File: src/rtl/console_rx_pkg.sv
// -----------------------------------------------------------------------------
// console_rx_pkg
//   Shared constants and types for the console receive path (console_rx) and
//   its FIFO. Holds the receiver FSM state encoding and UART frame constants.
// -----------------------------------------------------------------------------
package console_rx_pkg;

    localparam int UART_DATA_BITS = 8;
    localparam int RX_STATE_LEN   = 3;

    typedef enum logic [RX_STATE_LEN-1:0] {
        RX_IDLE      = 3'd0,
        RX_START     = 3'd1,
        RX_DATA      = 3'd2,
        RX_STOP      = 3'd3,
        RX_PARITY    = 3'd4,
        RX_WAIT_HIGH = 3'd5
    } rx_state_e;

    // Even parity check: data bits plus parity bit must XOR to zero.
    function automatic logic parity_bad(input logic [UART_DATA_BITS-1:0] data,
                                        input logic                      par);
        return ^{data, par};
    endfunction

endpackage

File: src/rtl/console_rx_fifo.sv
// -----------------------------------------------------------------------------
// console_rx_fifo
//   Synchronous first-word-fall-through FIFO. rdata shows the head entry
//   combinationally from registered state and reads 0 while empty.
//   A pop is honoured only when non-empty; a push is honoured when not full,
//   or when full and a pop is honoured in the same cycle.
//
// Ports:
//   clk    in   system clock, rising edge
//   reset  in   synchronous, active-low
//   push   in   write wdata at the tail
//   wdata  in   [WIDTH-1:0] data to write
//   pop    in   remove the head entry
//   rdata  out  [WIDTH-1:0] head entry (0 when empty)
//   empty  out  no entries stored
//   full   out  DEPTH entries stored
// -----------------------------------------------------------------------------
module console_rx_fifo #(
    parameter int WIDTH = 8,
    parameter int DEPTH = 16
) (
    input  logic             clk,
    input  logic             reset,
    input  logic             push,
    input  logic [WIDTH-1:0] wdata,
    input  logic             pop,
    output logic [WIDTH-1:0] rdata,
    output logic             empty,
    output logic             full
);

    localparam int          AW       = $clog2(DEPTH);
    localparam logic [AW:0] FULL_CNT = (AW+1)'(DEPTH);

    logic [AW-1:0]    wr_ptr_q, wr_ptr_d;
    logic [AW-1:0]    rd_ptr_q, rd_ptr_d;
    logic [AW:0]      count_q,  count_d;
    logic [WIDTH-1:0] mem_q [DEPTH];
    logic [WIDTH-1:0] mem_d [DEPTH];

    logic do_push;
    logic do_pop;

    assign empty = (count_q == '0);
    assign full  = (count_q == FULL_CNT);
    assign rdata = empty ? '0 : mem_q[rd_ptr_q];

    // When full, the pop frees the head slot, which is exactly where wr_ptr
    // points, so pop-then-push keeps occupancy unchanged.
    assign do_pop  = pop && !empty;
    assign do_push = push && (!full || do_pop);

    // NOTE: every signal assigned in always_comb gets a default first, so no
    // path leaves it unassigned and no latch is inferred.
    always_comb begin
        wr_ptr_d = wr_ptr_q;
        rd_ptr_d = rd_ptr_q;
        count_d  = count_q;
        mem_d    = mem_q;
        if (do_push) begin
            mem_d[wr_ptr_q] = wdata;
            wr_ptr_d        = wr_ptr_q + 1'b1;
        end
        if (do_pop) begin
            rd_ptr_d = rd_ptr_q + 1'b1;
        end
        case ({do_push, do_pop})
            2'b10:   count_d = count_q + 1'b1;
            2'b01:   count_d = count_q - 1'b1;
            default: count_d = count_q;
        endcase
    end

    // NOTE: state flops use non-blocking assignments so every flop samples the
    // values from before the edge, independent of statement order.
    always_ff @(posedge clk) begin
        if (!reset) begin
            wr_ptr_q <= '0;
            rd_ptr_q <= '0;
            count_q  <= '0;
        end else begin
            wr_ptr_q <= wr_ptr_d;
            rd_ptr_q <= rd_ptr_d;
            count_q  <= count_d;
        end
    end

    // NOTE: the storage array is deliberately not reset; empty/rdata gating
    // hides stale contents, and leaving it out keeps it a plain RAM.
    always_ff @(posedge clk) begin
        mem_q <= mem_d;
    end

endmodule

File: src/rtl/console_rx.sv
// -----------------------------------------------------------------------------
// console_rx
//   Console input path for the bbq core. Deserialises a UART stream from the
//   host (8N1, or 8E1 when CONSOLE_RX_PARITY_EN is defined), buffers bytes in
//   a FWFT FIFO and presents them through a read/valid interface.
//
// Build option:
//   CONSOLE_RX_PARITY_EN  adds an even-parity bit between data and stop.
//                         Bad-parity bytes are not pushed and set
//                         parity_error. Undefined: parity_error tied to 0.
//
// Ports:
//   clk             in   system clock, rising edge
//   reset           in   synchronous, active-low
//   rx              in   serial input, idle high, asynchronous to clk
//   console_re      in   pop the head byte (ignored while empty)
//   console_rdata   out  [XLEN-1:0] head byte zero-extended, 0 when empty
//   console_rvalid  out  FIFO non-empty
//   overrun         out  sticky: good byte dropped because FIFO full
//   frame_error     out  sticky: stop bit sampled low
//   parity_error    out  sticky: parity mismatch (0 without parity build)
//   err_clear       in   clears sticky flags; a same-cycle set wins
// -----------------------------------------------------------------------------
module console_rx
    import console_rx_pkg::*;
#(
    parameter int XLEN         = 32,
    parameter int CLKS_PER_BIT = 868,
    parameter int FIFO_DEPTH   = 16
) (
    input  logic            clk,
    input  logic            reset,
    input  logic            rx,
    input  logic            console_re,
    output logic [XLEN-1:0] console_rdata,
    output logic            console_rvalid,
    output logic            overrun,
    output logic            frame_error,
    output logic            parity_error,
    input  logic            err_clear
);

    localparam int          CW       = $clog2(CLKS_PER_BIT);
    localparam int          BW       = $clog2(UART_DATA_BITS);
    localparam logic [CW-1:0] CYC_LAST = CW'(CLKS_PER_BIT - 1);
    localparam logic [CW-1:0] CYC_MID  = CW'((CLKS_PER_BIT - 1) / 2);
    localparam logic [BW-1:0] BIT_LAST = BW'(UART_DATA_BITS - 1);

    // Two-flop synchroniser; idle level is high.
    logic rx_meta_q, rx_meta_d;
    logic rxs_q,     rxs_d;

    rx_state_e                 state_q, state_d;
    logic [CW-1:0]             cyc_q,   cyc_d;
    logic [BW-1:0]             bit_q,   bit_d;
    logic [UART_DATA_BITS-1:0] shift_q, shift_d;
    logic                      overrun_q, overrun_d;
    logic                      frame_error_q, frame_error_d;

    logic                      push_req;
    logic                      set_fe;
    logic                      set_ov;
    logic                      pop_ok;
    logic                      fifo_empty;
    logic                      fifo_full;
    logic [UART_DATA_BITS-1:0] fifo_rdata;

`ifdef CONSOLE_RX_PARITY_EN
    logic par_bad_q, par_bad_d;
    logic parity_error_q, parity_error_d;
    logic set_pe;
`endif

    assign rx_meta_d = rx;
    assign rxs_d     = rx_meta_q;

    always_comb begin
        state_d  = state_q;
        cyc_d    = cyc_q;
        bit_d    = bit_q;
        shift_d  = shift_q;
        push_req = 1'b0;
        set_fe   = 1'b0;
`ifdef CONSOLE_RX_PARITY_EN
        par_bad_d = par_bad_q;
        set_pe    = 1'b0;
`endif
        case (state_q)
            RX_IDLE: begin
                if (!rxs_q) begin
                    state_d = RX_START;
                    cyc_d   = '0;
                end
            end
            RX_START: begin
                // Re-check the line mid start bit to reject short glitches.
                if (cyc_q == CYC_MID) begin
                    cyc_d   = '0;
                    bit_d   = '0;
                    state_d = rxs_q ? RX_IDLE : RX_DATA;
                end else begin
                    cyc_d = cyc_q + 1'b1;
                end
            end
            RX_DATA: begin
                if (cyc_q == CYC_LAST) begin
                    cyc_d   = '0;
                    shift_d = {rxs_q, shift_q[UART_DATA_BITS-1:1]};
                    if (bit_q == BIT_LAST) begin
`ifdef CONSOLE_RX_PARITY_EN
                        state_d = RX_PARITY;
`else
                        state_d = RX_STOP;
`endif
                    end else begin
                        bit_d = bit_q + 1'b1;
                    end
                end else begin
                    cyc_d = cyc_q + 1'b1;
                end
            end
`ifdef CONSOLE_RX_PARITY_EN
            RX_PARITY: begin
                if (cyc_q == CYC_LAST) begin
                    cyc_d     = '0;
                    par_bad_d = parity_bad(shift_q, rxs_q);
                    set_pe    = par_bad_d;
                    state_d   = RX_STOP;
                end else begin
                    cyc_d = cyc_q + 1'b1;
                end
            end
`endif
            RX_STOP: begin
                if (cyc_q == CYC_LAST) begin
                    cyc_d = '0;
                    if (rxs_q) begin
`ifdef CONSOLE_RX_PARITY_EN
                        push_req = !par_bad_q;
`else
                        push_req = 1'b1;
`endif
                        state_d  = RX_IDLE;
                    end else begin
                        set_fe  = 1'b1;
                        state_d = RX_WAIT_HIGH;
                    end
                end else begin
                    cyc_d = cyc_q + 1'b1;
                end
            end
            RX_WAIT_HIGH: begin
                // A held-low line (break) reports once, then waits for idle.
                if (rxs_q) begin
                    state_d = RX_IDLE;
                end
            end
            default: begin
                state_d = RX_IDLE;
            end
        endcase
    end

    assign pop_ok = console_re && !fifo_empty;
    assign set_ov = push_req && fifo_full && !pop_ok;

    always_comb begin
        overrun_d     = set_ov ? 1'b1 : (err_clear ? 1'b0 : overrun_q);
        frame_error_d = set_fe ? 1'b1 : (err_clear ? 1'b0 : frame_error_q);
`ifdef CONSOLE_RX_PARITY_EN
        parity_error_d = set_pe ? 1'b1 : (err_clear ? 1'b0 : parity_error_q);
`endif
    end

    always_ff @(posedge clk) begin
        if (!reset) begin
            rx_meta_q     <= 1'b1;
            rxs_q         <= 1'b1;
            state_q       <= RX_IDLE;
            cyc_q         <= '0;
            bit_q         <= '0;
            shift_q       <= '0;
            overrun_q     <= 1'b0;
            frame_error_q <= 1'b0;
        end else begin
            rx_meta_q     <= rx_meta_d;
            rxs_q         <= rxs_d;
            state_q       <= state_d;
            cyc_q         <= cyc_d;
            bit_q         <= bit_d;
            shift_q       <= shift_d;
            overrun_q     <= overrun_d;
            frame_error_q <= frame_error_d;
        end
    end

`ifdef CONSOLE_RX_PARITY_EN
    always_ff @(posedge clk) begin
        if (!reset) begin
            par_bad_q      <= 1'b0;
            parity_error_q <= 1'b0;
        end else begin
            par_bad_q      <= par_bad_d;
            parity_error_q <= parity_error_d;
        end
    end
    assign parity_error = parity_error_q;
`else
    assign parity_error = 1'b0;
`endif

    console_rx_fifo #(
        .WIDTH (UART_DATA_BITS),
        .DEPTH (FIFO_DEPTH)
    ) u_fifo (
        .clk   (clk),
        .reset (reset),
        .push  (push_req),
        .wdata (shift_q),
        .pop   (console_re),
        .rdata (fifo_rdata),
        .empty (fifo_empty),
        .full  (fifo_full)
    );

    assign console_rvalid = !fifo_empty;
    assign console_rdata  = {{(XLEN-UART_DATA_BITS){1'b0}}, fifo_rdata};
    assign overrun        = overrun_q;
    assign frame_error    = frame_error_q;

endmodule

File: config.mk
export PLATFORM = sky130hd
export DESIGN_NAME = console_rx
export DESIGN_NICKNAME = d
export VERILOG_FILES = /design/src/rtl/console_rx_pkg.sv /design/src/rtl/console_rx_fifo.sv /design/src/rtl/console_rx.sv
export SDC_FILE = /design/constraint.sdc
export NUM_CORES = 1
export LEC_CHECK = 0
export CORE_MARGIN = 2
export CORE_UTILIZATION = 25
export CTS_BUF_LIST = sky130_fd_sc_hd__clkbuf_2 sky130_fd_sc_hd__clkbuf_4 sky130_fd_sc_hd__clkbuf_8
export DETAILED_ROUTE_END_ITERATION = 8
export GPL_TIMING_DRIVEN = 0
export PLACE_DENSITY_LB_ADDON = 0.2
export SKIP_CTS_REPAIR_TIMING = 1
export SYNTH_ARGS = -nofsm -noshare
export SYNTH_HDL_FRONTEND = slang
export SYNTH_SLANG_ARGS = --single-unit
File: constraint.sdc
create_clock -name clk -period 4.3 [get_ports clk]
set_input_delay 0.43 -clock clk [delete_from_list [all_inputs] [get_ports clk]]
set_output_delay 0.43 -clock clk [all_outputs]
set_load 0.005 [all_outputs]
==> metrics.txt, run 1 <==
outcome finished, final reports clean; H-tree levels 4; vias per cell 4.34; largest net degree at the start of global routing 19; final worst slack 453 ps; combinational share of power 2.0%; number of global-route vias before repair 4113; clock buffer depth 2; die height 175 µm; Remaining DRCs 0; Final Max Slew Viols 0; Mapped Cells 482; final hold vios 0; post-synth cell types 52; initial antenna violation count 0; #FFs+latches synth 169; PwrDens 342 nW/µm²; ys flop type edfxtp_1; syn_area_per_cell 15.2 µm²; sequential share of power 59.9%; final setup violation count 0; worst clock skew 19.4 ps; CTS Buf Count 17; fmax 260 MHz; max-cap violations 0; All-Layer GR Usage 10.8%; DR WL/cell 17.1 µm; first-pass GRT wire length 24.6 mm; area leader, netlist edfxtp_1; Iteration-0 DRC Markers 303; placed cell area 8080 µm²; nets 559; antenna cells 0; Required @ worst endpoint 4700 ps; Layout area overhead 15.1%; Total Power 2.89 mW; core area 28800 µm²; Pre-Repair DR Iteration Count 6; post-placement setup slack 315 ps; post-synthesis sequential area ratio 63.5%; clock power share 38.1%; largest cells by area after synthesis edfxtp_1, mux4_2, dfxtp_1, buf_4, ha_1; Setup TNS Final 0 ps; number of I/O port buffers 15; startpoint types flip-flop; total number of vias 4070; fraction of registers with async set/reset 0%; design area 8460 µm²; num rows 62; filler instances 2883; die area 30800 µm²; Critical Path Fanout Max 10; Post-DP HPWL 10.8 mm; Leak Pwr 2.78 nW; Skew-Pair Late Insertion Delay 470 ps; fin crit share 89.5%; grt ovf 0; unrepaired setup endpoints after global routing false; CTS tree yes; crit end category flip-flop; crit path from cyc_q[0]$_SDFFE_PN0P_; net switching power 654 µW; Sw Share 22.6%; io pins 41; Worst VDD drop 0.147 mV; Hold Path Class reg2reg; CP arrival 4240 ps; Slew @ Worst Pin 948 ps; area share of the largest cell type after synthesis 52.3%; layout cells sized above 1 20.3%; Slew headroom 36.8%; Clk pin slew, worst setup/hold paths 100 ps; Fin Hold WS 413 ps; drt total wl 16.1 mm; Antenna Nets Post-Route 0; RD Place Congestion 0.765; Yosys warning count 0; CTS Root Cell clkbuf_8; width of the die 175 µm; CTS sink count 169; reg-to-reg critical path startpoint cyc_q[0]$_SDFFE_PN0P_; number of synthesized flops with an enable pin 128; WS Path Type reg2reg; hold_sp rx_meta_q$_SDFF_PN1_; starting density of the core 25.5%; Pint 2.24 mW; mapped cell area 7350 µm²; final worst path period need 3850 ps
==> sequential cells by signal (all words and copies together) (netlist names), 3 cells and up <==
register         count
state_q              3
cyc_q               10
u_fifo.count_q       5
u_fifo.rd_ptr_q      4
u_fifo.wr_ptr_q      4
u_fifo.mem_q       128
bit_q                3
shift_q              8
==> worst paths after layout <==
path / to / cells after the start / slack, ps
worst max-delay path: u_fifo.count_q[4]$_SDFFE_PN0P_ / 15 / 450
worst min-delay path: rxs_q$_SDFF_PN1_ / 1 / 410
worst max register to register: u_fifo.count_q[4]$_SDFFE_PN0P_ / 15 / 450
worst min register to register: rxs_q$_SDFF_PN1_ / 1 / 410
==> worst max-delay path, cell delays in order, from the launching register on <==
cell	delay, ps
dfxtp_1	410
ha_1	250
nand4b_1	180
or3_4	460
nor4_4	420
clkbuf_2	300
inv_1	90
ha_1	210
clkbuf_1	200
xor2_1	180
ha_1	240
inv_1	60
o21ai_0	60
a21o_1	180
a221oi_1	350
mux2i_1	210
==> cell usage after synthesis (4+ instances only) <==
cell	instances
ha_1	13
o21ai_0	8
edfxtp_1	128
mux4_2	40
a31oi_1	7
buf_2	6
xnor2_1	4
buf_4	25
nor2_1	14
clkbuf_1	17
and2_1	15
xor2_1	5
and3_1	15
a21oi_1	11
nand4_1	6
nand2b_1	10
or4_1	7
dfxtp_1	41
nor2b_1	18
nand2_1	16
mux2i_1	13
nand3_1	5
inv_1	16
==> stage by stage <==
| step | util (%) | std cells |
|---|---|---|
| after floorplan | - | 506 |
| after global placement | 28.0 | 905 |
| after detailed placement | 28.1 | 906 |
| after CTS | 29.4 | 937 |
| after global routing | 29.4 | 937 |
| final | 29.4 | 937 |
==> cells by family after synthesis <==
kind of cell    Yosys count  share of synthesized area, %
compound gates           44                          3.92
xor+xnor                  9                          1.07
fa+ha+maj                13                          2.21
buf+inv                  67                          4.82
flops                   169                          63.5
mux                      53                          14.0
other cells               1                        0.0510
simple gates            126                          10.4
==> area by class of cell <==
class	instances	area, µm²	share of cell area (%)
Inverter	16	60.1	0.710
Buffer	51	294	3.48
Clock inverter	13	133	1.57
Tap cell	384	480	5.68
Clock buffer	18	241	2.86
Multi-Input combinational cell	270	2420	28.6
Timing Repair Buffer	16	161	1.91
Sequential cell	169	4660	55.2
==> layout by cell type, fill, tap and decap left out, types with 8 or more instances in the layout <==
cell and n:
clkbuf_1 17, conb_1 25, clkdlybuf4s50_1 15, and3_1 15, inv_1 16, nand2b_1 10, ha_1 13, o21ai_0 8
nor2b_1 18, mux4_2 40, buf_4 25, mux2i_1 13, dfxtp_1 41, edfxtp_1 128, nor2_1 14, and2_1 15
clkbuf_8 17, a21oi_1 11, nand2_1 16
==> power groups by stage <==
stage          clock, mW  combinational (mW)  sequential, mW
2_1_floorplan          0              0.0440            1.77
3_3_place_gp           0              0.0573            1.77
3_5_place_dp           0              0.0579            1.77
4_1_cts             1.13              0.0579            1.73
5_1_grt             1.19              0.0656            1.73
6_report            1.10              0.0585            1.73
==> layer usage <==
metal / wire, µm / up-vias / track usage, %
li1: - / 1909 / -
met1: 7310 / 2096 / 14.2
met2: 8040 / 53 / 18.1
met3: 506 / 12 / 2.38
met4: 208 / 0 / 3.06
met5: 0 / - / 0
Power figures use the tool's default switching activity.
==> run 2: changes to the inputs <==
--- a/config.mk
+++ b/config.mk
@@ -10,6 +10,7 @@
 export CTS_BUF_LIST = sky130_fd_sc_hd__clkbuf_2 sky130_fd_sc_hd__clkbuf_4 sky130_fd_sc_hd__clkbuf_8
 export DETAILED_ROUTE_END_ITERATION = 8
 export GPL_TIMING_DRIVEN = 0
+export HOLD_SLACK_MARGIN = 0.08
 export PLACE_DENSITY_LB_ADDON = 0.2
 export SKIP_CTS_REPAIR_TIMING = 1
 export SYNTH_ARGS = -nofsm -noshare
==> results of run 2 <==
Final layout, timing and power as in run 1 (identical DEF).
